`config.mk`:
```
export PLATFORM = sky130hd
export DESIGN_NAME = ssd_scan
export DESIGN_NICKNAME = d
export VERILOG_FILES = /design/src/rtl/ssd_pkg.sv /design/src/rtl/ssd_scan_prescaler.sv /design/src/rtl/ssd_scan.sv
export SDC_FILE = /design/constraint.sdc
export NUM_CORES = 1
export LEC_CHECK = 0
export ABC_CLOCK_PERIOD_IN_PS = 3600
export CAP_MARGIN = 10
export CORE_MARGIN = 1.5
export CORE_UTILIZATION = 57
export CTS_BUF_LIST = sky130_fd_sc_hd__clkbuf_16
export DETAILED_ROUTE_END_ITERATION = 6
export GPL_TIMING_DRIVEN = 0
export PLACE_DENSITY = 0.89
export RECOVER_POWER = 50
export SLEW_MARGIN = 20
export SYNTH_ARGS = -nofsm -noshare
export SYNTH_HDL_FRONTEND = slang
export SYNTH_SLANG_ARGS = --single-unit
```
`constraint.sdc`:
```
create_clock -name clk -period 3.6 [get_ports clk]
set_clock_uncertainty 0.15 [all_clocks]
set_input_delay 0.54 -clock clk [delete_from_list [all_inputs] [get_ports clk]]
set_output_delay 0.54 -clock clk [all_outputs]
set_load 0.01 [all_outputs]
```
`src/rtl/ssd_pkg.sv`:
```
`default_nettype none
// ============================================================================
// Module      : ssd_pkg
// Description : Shared constants, digit index type and helper functions for
//               the four-digit seven-segment scanner.
// Revision    : 1.0 - initial release
// ============================================================================
package ssd_pkg;

    localparam int          NUM_DIGITS = 4;
    localparam int          DIGIT_W    = 4;
    localparam int          DISP_W     = NUM_DIGITS * DIGIT_W;
    localparam logic [3:0]  AN_OFF     = 4'b1111;
    localparam logic [3:0]  AN_DIG0    = 4'b1110;
    localparam logic [3:0]  AN_DIG1    = 4'b1101;
    localparam logic [3:0]  AN_DIG2    = 4'b1011;
    localparam logic [3:0]  AN_DIG3    = 4'b0111;

    typedef enum logic [1:0] {
        DIG0 = 2'd0,
        DIG1 = 2'd1,
        DIG2 = 2'd2,
        DIG3 = 2'd3
    } digit_idx_t;

    function automatic logic [3:0] digit_anode(input digit_idx_t idx);
        logic [3:0] v;
        v = AN_OFF;
        unique case (idx)
            DIG0: v = AN_DIG0;
            DIG1: v = AN_DIG1;
            DIG2: v = AN_DIG2;
            DIG3: v = AN_DIG3;
        endcase
        return v;
    endfunction

    function automatic logic [DIGIT_W-1:0] digit_value(input logic [DISP_W-1:0] disp,
                                                       input digit_idx_t        idx);
        logic [DISP_W-1:0] shifted;
        shifted = disp >> (DIGIT_W * int'(idx));
        return shifted[DIGIT_W-1:0];
    endfunction

    // A digit is a leading zero when it and every digit above it are zero;
    // the rightmost digit always stays lit.
    function automatic logic is_leading_zero(input logic [DISP_W-1:0] disp,
                                             input digit_idx_t        idx);
        logic [DISP_W-1:0] upper;
        upper = disp >> (DIGIT_W * int'(idx));
        return (idx != DIG0) && (upper == '0);
    endfunction

endpackage
`default_nettype wire

```
`src/rtl/ssd_scan_prescaler.sv`:
```
`default_nettype none
// ============================================================================
// Module      : refresh_prescaler
// Description : Free-running 0..DIV-1 counter emitting a tick on the last count.
// Revision    : 1.0 - initial release
// ============================================================================
module refresh_prescaler #(
    parameter int DIV = 100000
) (
    input  logic clk,
    input  logic rst,
    output logic tick
);

    localparam int             CW     = (DIV > 1) ? $clog2(DIV) : 1;
    localparam logic [CW-1:0]  c_last = CW'(DIV - 1);

    logic [CW-1:0] r_count;

    assign tick = (r_count == c_last);

    always_ff @(posedge clk) begin
        if (rst) begin
            r_count <= '0;
        end else if (tick) begin
            r_count <= '0;
        end else begin
            r_count <= r_count + CW'(1);
        end
    end

endmodule
`default_nettype wire

```
`src/rtl/ssd_scan.sv`:
```
`default_nettype none
// ============================================================================
// Module      : ssd_scan
// Description : Four-digit multiplexed seven-segment scanner with frame-
//               synchronous display update and leading-zero blanking.
// Revision    : 1.0 - initial release
// ============================================================================
module ssd_scan
    import ssd_pkg::*;
#(
    parameter int REFRESH_DIV = 100000
) (
    input  logic                clk,
    input  logic                rst,
    input  logic                load,
    input  logic [DISP_W-1:0]   din,
    input  logic                blank_lz,
    output logic [DIGIT_W-1:0]  bcd,
    output logic [3:0]          an,
    output logic                frame_done
);

    logic               w_tick;
    logic               w_boundary;
    digit_idx_t         r_idx;
    digit_idx_t         w_idx_next;
    logic [DISP_W-1:0]  r_disp;
    logic [DISP_W-1:0]  w_disp_next;
    logic [DISP_W-1:0]  r_pending;
    logic               r_pend_valid;
    logic               w_blank;

    refresh_prescaler #(
        .DIV (REFRESH_DIV)
    ) u_prescaler (
        .clk  (clk),
        .rst  (rst),
        .tick (w_tick)
    );

    assign w_boundary = w_tick && (r_idx == DIG3);
    assign w_idx_next = w_tick ? digit_idx_t'(r_idx + 2'd1) : r_idx;

    // New content only lands on a frame boundary, so a frame never mixes
    // old and new digits; a load on the boundary itself bypasses pending.
    always_comb begin
        w_disp_next = r_disp;
        if (w_boundary) begin
            if (load) begin
                w_disp_next = din;
            end else if (r_pend_valid) begin
                w_disp_next = r_pending;
            end
        end
    end

    assign w_blank = blank_lz && is_leading_zero(w_disp_next, r_idx);

    always_ff @(posedge clk) begin
        if (rst) begin
            r_idx        <= DIG0;
            r_disp       <= '0;
            r_pending    <= '0;
            r_pend_valid <= 1'b0;
            bcd          <= '0;
            an           <= AN_OFF;
            frame_done   <= 1'b0;
        end else begin
            r_idx  <= w_idx_next;
            r_disp <= w_disp_next;
            if (w_boundary) begin
                r_pend_valid <= 1'b0;
            end else if (load) begin
                r_pending    <= din;
                r_pend_valid <= 1'b1;
            end
            bcd <= digit_value(w_disp_next, w_idx_next);
            // Anodes stay dark for the first cycle of every slot so the
            // previous digit's segments never ghost onto the new one.
            if (w_tick || w_blank) begin
                an <= AN_OFF;
            end else begin
                an <= digit_anode(r_idx);
            end
            frame_done <= w_boundary;
        end
    end

endmodule
`default_nettype wire

```
==> run_results.csv <==
group,metric,value,unit
synthesis,synth_area,2969,µm²
place,hpwl,5362,µm
global_route,busiest_layer,"met2",
global_route,grt_max_degree,11,
cts,clkLatencyLatePin,0.32,ns
global_route,antenna_found_initial,0,
cts,cts_buffers,9,
synthesis,syn_area_per_cell,8.003,µm²
final_layout,final_cell_mix,"nor2_1, dfxtp_1, nand2_1, a21oi_1, inv_1",
global_route,grt_use_met1,37.17,%
route,drc,0,
job,cap_violations,0,
timing,clock.fmax,301.9,MHz
synthesis,ys.flop_type,"dfxtp_1",
synthesis,ys_seq_elements,61,
min_path,hold_class,"register to register",
floorplan,io-pin-count,29,
timing,relSlewSlack,30.58,%
worst_setup_path,path_class,"register to register",
worst_setup_path,start_kind,"register",
global_route,grt_util_met3,8.835,%
floorplan,die_area,5651,µm²
floorplan,coreArea,5075,µm²
route,ant_nets,0,
cts,cts_tree,"yes",
power,p_leak,0.001320,µW
timing,setup_viol,0,
floorplan,start_util,58.51,%
synthesis,ys_async_sr_fraction,0,%
timing,min_period_over_period,92.02,%
synthesis,synth.net_count,397,
place,place_congestion,0.8765,
route,viasPerCell,5.919,
final_layout,area_growth,19.81,%
final_layout,drive_above_1_share,6.295,%
timing,rsz0062_at_grt,"false",
final_layout,final_core_util,70.09,%
synthesis,synth_cell_types,44,
timing,tightest_slew,1.030,ns
power,p_per_area,431.9,nW/µm²
floorplan,die_h,75.18,µm
timing,maxSlewViolCount,0,
timing,whs,0.2923,ns
cts,postCtsSetupRepairBufs,0,
cts,cts_max_path_buffers,2,
route,routed_wl,7681,µm
cts,cts_hold_buf,0,
global_route,grt-ovfl-total,0,
place,port_buffers,27,
synthesis,yosys_warnings,0,
global_route,grt_pass1_vias,2624,
final_layout,layout_commonest_cell,"nor2_1",
timing,fin_setup_tns,0,ns
route,dr_total_vias,2859,
synthesis,synth_cells,371,
route,dr.pass1.iters,5,
cts,htreeDepth,3,
timing,period_minus_slack,3.313,ns
final_layout,filler_cell_count,432,
final_layout,diodes,0,
cts,cts_resized,0,
cts,cts-root-buf,"clkbuf_16",
route,drt_iter0_markers,221,
cts,clk_pin_slew_worst_paths,0.05,ns
worst_setup_path,worstSetupEndpointType,"register",
synthesis,synth_edf_count,0,
global_route,grt_first_pass_wirelength,12390,µm
worst_setup_path,cp.required,3.60,ns
worst_setup_path,cp.arrival,3.31,ns
floorplan,rows,26,
floorplan,die_w,75.18,µm
synthesis,synth-seq-area-share,41.13,%
route,wl_per_cell,15.90,µm
worst_setup_path,cp_max_fo,10,
global_route,grt_usage,29.83,%
timing,finalHoldViolCount,0,
power,peakVddDrop,0.2960,mV
cts,cts_sinks,61,
outcome,status,"completed",
global_route,met2_usage,46.31,%
final_layout,final_nets,435,
## logic make-up (layout without fill, tap and decap cells)
logic type               count (synthesis)  in the layout  share of synthesized area (%)
flip-flops                              61             61                          41.13
AND/OR/NAND/NOR                        162            162                          26.13
multiplexers                             6              6                          2.023
XOR/XNOR                                12             12                          3.540
adder cells (fa/ha/maj)                  6              6                          2.528
AO/OA/AOI/OAI                           80             80                          18.33
buffers and inverters                   44             86                          6.321
## cell type report
cell class	instances	area, µm²	area share [%]
Buffer	24	108.9	3.060
Clock buffer	9	225.2	6.331
Tap cell	70	87.58	2.462
Sequential cell	61	1221	34.33
Multi-Input combinational cell	266	1545	43.44
Timing Repair Buffer	27	270.3	7.598
Inverter	20	75.07	2.110
Clock inverter	6	23.77	0.6683
## metrics by stage
stage	std cells	cell area, µm²	worst slack [ns]	total power, µW
after global routing	483	3557	0.1123	1578
after global placement	468	3327	0.5841	815.4
after detailed placement	468	3327	0.5286	821.0
after floorplan	371	2969	0.9460	772.8
after CTS	483	3576	0.5175	1536
final	483	3557	0.2874	1536
## report_power, final
part           internal [µW]  switching, µW
registers                691           6.54
clock network            447            281
logic                   44.8           67.0
## worst paths after layout
path	cells after the start	to	start	slack [ns]
worst min-delay path	1	u_prescaler.r_count[0]	u_prescaler.r_count[0]	0.29
worst max register to register	10	bcd[3]	u_prescaler.r_count[6]	0.29
worst min register to register	1	u_prescaler.r_count[0]	u_prescaler.r_count[0]	0.29
worst max-delay path	10	bcd[3]	u_prescaler.r_count[6]	0.29
## flip-flops by register name, indices dropped and copies added, names as in the netlist
name and flops:
u_prescaler.r_count 17, r_disp 16, r_pending 16, an 4
bcd 4, r_idx 2, frame_done 1, r_pend_valid 1
## Yosys cell counts (2+ instances only)
| cell type | n | share of area, % |
|---|---|---|
| nor2_1 | 62 | 7.8 |
| dfxtp_1 | 61 | 41 |
| nand2_1 | 44 | 5.6 |
| a21oi_1 | 27 | 4.6 |
| inv_1 | 20 | 2.5 |
| clkbuf_1 | 19 | 2.4 |
| nand3_1 | 10 | 1.7 |
| nor3_1 | 9 | 1.5 |
| o21ai_0 | 9 | 1.5 |
| xor2_1 | 9 | 2.7 |
| a41oi_1 | 8 | 2.4 |
| o22a_1 | 8 | 2.4 |
| a31oi_1 | 7 | 1.5 |
| nand4_1 | 7 | 1.5 |
| ha_1 | 6 | 2.5 |
| mux2i_1 | 6 | 2.0 |
| or3_1 | 6 | 1.3 |
| a211oi_1 | 4 | 1.0 |
| buf_4 | 4 | 1.0 |
| o21ai_1 | 4 | 0.67 |
| o22ai_2 | 4 | 1.7 |
| and2_1 | 3 | 0.63 |
| nor4_1 | 3 | 0.63 |
| o22ai_1 | 3 | 0.63 |
| xnor2_1 | 3 | 0.89 |
| and3_1 | 2 | 0.42 |
| nand3b_1 | 2 | 0.51 |
| nand4bb_1 | 2 | 0.76 |
| nor2_2 | 2 | 0.42 |
| nor2b_1 | 2 | 0.42 |
| or2_2 | 2 | 0.42 |
## critical path, cell delays in order, from the launching register on
cell and delay, ns:
dfxtp_1 0.34, or4b_1 0.57, nor4_4 0.48, and2_0 0.21, buf_4 0.18, clkbuf_1 0.39
a31oi_1 0.14, o21ai_0 0.34, mux2i_1 0.14, nor2_1 0.11, a211oi_1 0.07
## per-layer routing
layer	share of wire (%)	vias to the layer above
met3	9.4	32
li1	-	1359
met5	0	-
met4	3.8	0
met1	41	1306
met2	46	162
Power figures use the tool's default switching activity.
